==> src/rtl/secded_pkg.sv <==
// Shared constants, code layout and classification type for the SECDED(32,26) check path.
package secded_pkg;

    localparam int CODE_W = 32;
    localparam int DATA_W = 26;
    localparam int SYND_W = 5;

    // Code-bit index (Hamming position - 1) that carries each data bit, data[0] first.
    localparam logic [4:0] DATA_POS [DATA_W] = '{
        5'd2,  5'd4,  5'd5,  5'd6,  5'd8,  5'd9,  5'd10, 5'd11, 5'd12,
        5'd13, 5'd14, 5'd16, 5'd17, 5'd18, 5'd19, 5'd20, 5'd21, 5'd22,
        5'd23, 5'd24, 5'd25, 5'd26, 5'd27, 5'd28, 5'd29, 5'd30
    };

    typedef enum logic [1:0] {CLEAN, CE, UE} secded_class_e;

    function automatic logic [DATA_W-1:0] extract_data(input logic [CODE_W-1:0] code);
        logic [DATA_W-1:0] d;
        d = '0;
        for (int i = 0; i < DATA_W; i++) begin
            d[i] = code[DATA_POS[i]];
        end
        return d;
    endfunction

endpackage

==> src/rtl/secded_syndrome.sv <==
// Hamming syndrome and overall parity of a 32-bit SECDED codeword.
// Purely combinational: zero latency, no flow control.
module secded_syndrome
    import secded_pkg::*;
(
    input  logic [CODE_W-1:0] code,
    output logic [SYND_W-1:0] syndrome,
    output logic              parity
);

    always_comb begin
        syndrome = '0;
        for (int i = 0; i < CODE_W - 1; i++) begin
            if (code[i]) begin
                syndrome = syndrome ^ SYND_W'(i + 1);
            end
        end
        parity = ^code;
    end

endmodule

==> src/rtl/secded_check_pipe.sv <==
// SECDED(32,26) decode/correct in a 2-stage valid/ready pipe (2-cycle latency, 1 word/cycle), stalls hold payload.
// Saturating CE/UE statistics; sticky UE flag only when SECDED_STICKY_UE_EN is defined.
module secded_check_pipe
    import secded_pkg::*;
#(
    parameter int CNT_W = 16
) (
    input  logic                clk,
    input  logic                rst_n,
    input  logic                in_valid,
    output logic                in_ready,
    input  logic [CODE_W-1:0]   in_code,
    output logic                out_valid,
    input  logic                out_ready,
    output logic [DATA_W-1:0]   out_data,
    output logic                out_ce,
    output logic                out_ue,
    output logic [SYND_W-1:0]   out_syndrome,
    input  logic                clr_counts,
    output logic [CNT_W-1:0]    ce_count,
    output logic [CNT_W-1:0]    ue_count,
    output logic [4:0]          last_ce_idx,
    output logic                ue_sticky
);

    localparam logic [CNT_W-1:0] CNT_MAX = '1;

    logic [SYND_W-1:0] in_syn;
    logic              in_par;

    secded_syndrome u_syndrome (
        .code     (in_code),
        .syndrome (in_syn),
        .parity   (in_par)
    );

    logic              s1_valid;
    logic [CODE_W-1:0] s1_code;
    logic [SYND_W-1:0] s1_syn;
    logic              s1_par;
    logic              s2_adv;
    logic              out_hs;
    logic [4:0]        s2_idx;

    assign s2_adv   = !out_valid || out_ready;
    // Held low during reset so nothing is accepted into a pipe that is being flushed.
    assign in_ready = rst_n && (!s1_valid || s2_adv);
    assign out_hs   = out_valid && out_ready;

    always_ff @(posedge clk or negedge rst_n) begin
        if (!rst_n) begin
            s1_valid <= 1'b0;
            s1_code  <= '0;
            s1_syn   <= '0;
            s1_par   <= 1'b0;
        end else if (in_ready) begin
            s1_valid <= in_valid;
            if (in_valid) begin
                s1_code <= in_code;
                s1_syn  <= in_syn;
                s1_par  <= in_par;
            end
        end
    end

    secded_class_e     cls;
    logic [CODE_W-1:0] fixed;
    logic [4:0]        ce_idx;

    // Odd overall parity means a single flip; syndrome 0 then points at the parity bit itself.
    always_comb begin
        cls    = CLEAN;
        fixed  = s1_code;
        ce_idx = 5'd31;
        if (s1_par) begin
            cls = CE;
            if (s1_syn != '0) begin
                ce_idx = s1_syn - 5'd1;
                fixed  = s1_code ^ (CODE_W'(1) << ce_idx);
            end
        end else if (s1_syn != '0) begin
            cls = UE;
        end
    end

    always_ff @(posedge clk or negedge rst_n) begin
        if (!rst_n) begin
            out_valid    <= 1'b0;
            out_data     <= '0;
            out_ce       <= 1'b0;
            out_ue       <= 1'b0;
            out_syndrome <= '0;
            s2_idx       <= '0;
        end else if (s2_adv) begin
            out_valid <= s1_valid;
            if (s1_valid) begin
                out_data     <= extract_data(fixed);
                out_ce       <= (cls == CE);
                out_ue       <= (cls == UE);
                out_syndrome <= s1_syn;
                s2_idx       <= ce_idx;
            end
        end
    end

    always_ff @(posedge clk or negedge rst_n) begin
        if (!rst_n) begin
            ce_count    <= '0;
            ue_count    <= '0;
            last_ce_idx <= '0;
        end else if (clr_counts) begin
            ce_count    <= '0;
            ue_count    <= '0;
            last_ce_idx <= '0;
        end else if (out_hs) begin
            if (out_ce) begin
                if (ce_count != CNT_MAX) begin
                    ce_count <= ce_count + 1'b1;
                end
                last_ce_idx <= s2_idx;
            end
            if (out_ue && (ue_count != CNT_MAX)) begin
                ue_count <= ue_count + 1'b1;
            end
        end
    end

`ifdef SECDED_STICKY_UE_EN
    always_ff @(posedge clk or negedge rst_n) begin
        if (!rst_n) begin
            ue_sticky <= 1'b0;
        end else if (clr_counts) begin
            ue_sticky <= 1'b0;
        end else if (out_hs && out_ue) begin
            ue_sticky <= 1'b1;
        end
    end
`else
    assign ue_sticky = 1'b0;
`endif

endmodule

==> config.mk <==
export PLATFORM = sky130hd
export DESIGN_NAME = secded_check_pipe
export DESIGN_NICKNAME = d
export VERILOG_FILES = /design/src/rtl/secded_pkg.sv /design/src/rtl/secded_syndrome.sv /design/src/rtl/secded_check_pipe.sv
export SDC_FILE = /design/constraint.sdc
export NUM_CORES = 1
export LEC_CHECK = 0
export CAP_MARGIN = 10
export CORE_ASPECT_RATIO = 0.9
export CORE_MARGIN = 2
export CORE_UTILIZATION = 45
export DETAILED_ROUTE_END_ITERATION = 8
export PLACE_DENSITY = 0.71
export SYNTH_ARGS = -nofsm -noshare
export SYNTH_HDL_FRONTEND = slang
export SYNTH_SLANG_ARGS = --single-unit
==> constraint.sdc <==
create_clock -name clk -period 4.8 [get_ports clk]
set_input_delay 0.96 -clock clk [delete_from_list [all_inputs] [get_ports clk]]
set_output_delay 0.96 -clock clk [all_outputs]
set_load 0.02 [all_outputs]
Yosys cells after proc, flatten, opt, wreduce, memory -nomap -nowiden
Index checks and enable logic that the tools add are counted.
Widths: inputs -> output; s select.
Storage, ports and cells
  input port bits: 37
  bits in writable memories: 0
  ROM bits: 0
  bits in latches: 0
  register bits: 114
  memories kept: 0
  logic and storage cells: 117
  output and inout bits: 73
Cells by class
  add/sub/neg operators: 3
  order comparisons: 0
  shifts and indexed selects: 1
  equal/unequal tests: 4
  $mul: 0
  bitwise gates (word level): 31
  div/mod/pow operators: 0
  muxes and demuxes: 47
  reductions and logical operators: 18
Operators with widths (number)
  $mux 16: 7
  $mux 5: 21
  $mux 31: 2
  $add 16x1->16 const B: 2
  $mux 4: 8
  $ne 16x16->1 const B: 2
  $reduce_xor 32->1: 1
  $shl 1x5->31 const A: 1
  $xor 31x31->31: 1
  $not 3->3: 10
  $not 2->2: 10
  $not 4->4: 5
  $mux 3: 4
  $mux 2: 4
  $reduce_and 2->1: 4
  $reduce_bool 2->1: 4
  $not 5->5: 1
  $reduce_bool 5->1: 1
  $sub 5x1->5 const B: 1
  $not 1->1 const A: 4
  $logic_and 1x1->1: 3
  $reduce_and 3->1: 1
  $eq 2x1->1 const B: 1
  $eq 2x2->1 const B: 1
  3 further kinds: 5

Logic depth before layout (Yosys ltp)
  word-level depth: 57
  depth in mapped cells: 9
  mapped depth without buffers: 7

Hierarchy
Synthesis repeated with hierarchy kept, for this count alone.
Second synthesis, totals
  cells, all modules: 555
  area, all modules: 5866.9 um2
By module, submodules not included
  secded_check_pipe: instances 1, sequential area each 2727.6 um2, area each 5232.5 um2, cells each 506
  secded_syndrome: instances 1, sequential area each 0.0 um2, area each 634.4 um2, cells each 49

Least setup slack after synthesis
No wires, ideal clock.
  path kind: input to register
  start point: in in_code[23]
  end point: reg s1_par
  arrival time: 2.386 ns
  slack: 2.283 ns
  required time: 4.669 ns
  buffers on the path: 0
  setup time: 0.131 ns
  cell stages on the path: 5
  cell sequence: xnor3_1 -> xnor2_2 -> xnor3_2 -> xnor3_1 -> o21ai_1
Between the ends
  word-level cells in the longest chain between the ends: 1
RTL lines
  start, declared: RTL line secded_check_pipe.sv:12  | input logic [CODE_W-1:0] in_code,
  $reduce_xor 32->1: RTL line secded_syndrome.sv:18  | parity = ^code;
  end signal, assigned: RTL line secded_check_pipe.sv:61  | s1_par <= in_par;
  end, declared: RTL line secded_check_pipe.sv:40  | logic s1_par;
No other way between the ends.
A chain may end at the register's enable or synchronous reset.

Worst setup path after layout
  start point: in out_ready
  end point: out in_ready
Between the ends
  word-level cells in the longest chain between the ends: 3
RTL lines
  start, declared: RTL line secded_check_pipe.sv:14  | input logic out_ready,
  $logic_or 1x1->1: RTL line secded_check_pipe.sv:45  | assign s2_adv = !out_valid || out_ready;
  $logic_or 1x1->1: RTL line secded_check_pipe.sv:47  | assign in_ready = rst_n && (!s1_valid || s2_adv);
  $logic_and 1x1->1: RTL line secded_check_pipe.sv:47
  end, declared: RTL line secded_check_pipe.sv:11  | output logic in_ready,
No other way between the ends.

==> metrics <==
status finished clean; Core ar. approximately 13000 µm²; Final GP Congestion a little under 0.9; TritonCTS Sinks approximately 110; Vias/cell around 5.3; CP Max Fanout 5; Die W approximately 120 µm; initial antenna violation count 0; commonest non-fill, non-tap cell in the layout dfrtp_1; via count ~4300; Initial Utilization 45.56%; Mapped Nets slightly below 600; DR pass1 iterations 5; pre-CTS setup slack 1.384 ns; cts repair resizes 0; total wire length between 10000 and 15000 µm; skew final 0.006983 ns; TritonCTS clock tree built; most frequent cells in the layout dfrtp_1 (109), clkdlybuf4s50_1 (107), nor2_1 (79), xnor2_1 (67), a21oi_1 (40); synthesized instance count about 540; Area contributors post-synth dfrtp_1 (48%), xnor2_1 (10%), mux2_2 (6.9%); CP arrival about 2.5 ns; Post-synth EDFFs 0; Fmax 0.2917 GHz; Worst-path clk slew approximately 0.070 ns; # port buffers 108; post-CTS setup buffer count 0; Power Total 3.334 mW; Crit. End Element output pin; detailed placement HPWL between 9000 and 10000 µm; Die Span Y around 110 µm; Max Slew Vio Count 0; synthesis-stage register bit count between 100 and 150; top cell type by total area after synthesis dfrtp_1; die area roughly 14000 µm²; Setup WS post-layout 1.371 ns; grt ovf 0; main flop type after synthesis dfrtp_1; clk_lat worst skew between 0.3 and 0.4 ns; CTS Hold Buffers Added 0; TritonCTS Buffers 9; Cell variety after synth 49; type of the worst setup path in -> out; RSZ-0062 raised after global routing no; final setup violation count 0; Ys Warns 0; maximum VDD drop 0.2448 mV; final core utilization just under 60%; Final nets about 690; CP Launch Type input pin; P per Cell Area roughly 460 nW/µm²; Avg Synthesized Cell Area roughly 11 µm²; data required time of the worst path approximately 3.8 ns; fin crit period between 3 and 4 ns; largest net degree at the start of global routing about 70; Hold Path Class reg -> reg; period utilization 71.43%; # DRC 0; # rows 39; final hold violation count 0; antenna viol nets, final 0; global-route wire length before repair around 21000 µm; n_diodes 0; GR Util All Layers 19.80%; placed inst area 6962 µm²; 1st-iter DRT viols between 200 and 300; design area 7261 µm²; number of global-route vias before repair around 4200; Slew @ Worst Pin approximately 0.9 ns; CTS root buf clkbuf_16; drt wl/cell about 16 µm; Layout area overhead 26.59%; post-synth top area share 47.56%; maximum root-to-sink buffer count 2; I/O pin cnt 110; H-tree depth 3; relative slew slack between 40 and 50%; Mapped Area around 5700 µm²; setup_tns 0 ns; Async S/R FF share, synth 100.0%; Static Leak ~2.9 nW; sequential share of the synthesized area a little under half; max cap viols 0; layout cells sized above 1 about a tenth; fillcell total ~1100
kinds of logic after synthesis:
logic type | synth area share (%)
adder cells (fa/ha/maj) | 1.527
flip-flops | 47.56
multiplexers | 7.046
other | 0.06538
buffers and inverters | 2.138
AND/OR/NAND/NOR | 16.03
AO/OA/AOI/OAI | 6.741
XOR/XNOR | 18.89
worst paths after layout:
path / start / end / slack (ns) / cells past startpoint
min in group asynchronous: rst_n / ce_count[10]$_DFFE_PN0P_ / 0.59 / 1
worst max-delay path: out_ready / in_ready / 1.37 / 4
worst min-delay path: s1_valid$_DFFE_PN0P_ / out_valid$_DFFE_PN0N_ / 0.48 / 2
worst min register to register: s1_valid$_DFFE_PN0P_ / out_valid$_DFFE_PN0N_ / 0.48 / 2
max in group asynchronous: rst_n / s1_syn[3]$_DFFE_PN0P_ / 2.94 / 2
worst max register to register: s1_syn[0]$_DFFE_PN0P_ / out_data[8]$_DFFE_PN0P_ / 2.01 / 7
worst max-delay path: stages:
cell and delay, ns:
clkdlybuf4s50_1 0.54, nand2b_1 0.17, o21a_1 0.16, clkdlybuf4s50_1 0.63
state kept, by name, summed over array words and instances, names as in the netlist:
name,flops
ce_count,16
last_ce_idx,5
out_ce,1
out_data,26
out_syndrome,5
out_ue,1
out_valid,1
s1_code,26
s1_par,1
s1_syn,5
s1_valid,1
s2_idx,5
ue_count,16
power by group:
| part | switching (mW) | total [mW] | leakage [nW] | internal, mW |
|---|---|---|---|---|
| clock | 0.317 | 0.749 | 0.143 | 0.431 |
| combinational | 0.657 | 1.26 | 1.38 | 0.607 |
| sequential | 0.191 | 1.32 | 1.34 | 1.13 |
final cells by class:
class / count / area, µm² / share of cell area [%]
Sequential cell: 109 / 2728 / 37.57
Clock buffer: 14 / 264.0 / 3.636
Multi-Input combinational cell: 404 / 2887 / 39.76
Tap cell: 164 / 205.2 / 2.826
Clock inverter: 1 / 30.03 / 0.4136
Inverter: 5 / 18.77 / 0.2585
Timing Repair Buffer: 115 / 1129 / 15.54
through the flow:
stage | hold WS (ns) | instances
after floorplan | 0.4398 | 543
after global placement | 0.4556 | 796
after CTS | 0.4925 | 811
after global routing | 0.5316 | 812
after detailed placement | 0.4748 | 796
final | 0.4836 | 812
synthesized netlist by cell type (2+ instances only):
library cell  count
a21oi_1          40
and2_1            7
xnor2_1          67
nand3_1          11
mux2_2           35
and3_1            3
xor2_1           26
o2111ai_1         2
nand4bb_1         3
buf_2             5
nor3b_1           4
xnor3_1           9
nor2_1           79
inv_1             5
nand4_1          19
nand2_1          37
and4_1            2
nor3_1            8
nand4b_1          4
clkbuf_1         19
a211oi_1          4
dfrtp_1         109
ha_1              7
o21a_1            3
a31oi_1           3
nor4b_1           2
o21ai_0           8
routing by layer:
layer / GRT usage, % / vias to the layer above / wire length [µm]
li1: - / 2062 / -
met1: 27.16 / 2067 / 5875
met2: 31.45 / 128 / 6216
met3: 3.447 / 18 / 660
met4: 7.121 / 0 / 206
met5: 0 / - / 0
No activity file was read; power rests on OpenSTA's default activity.
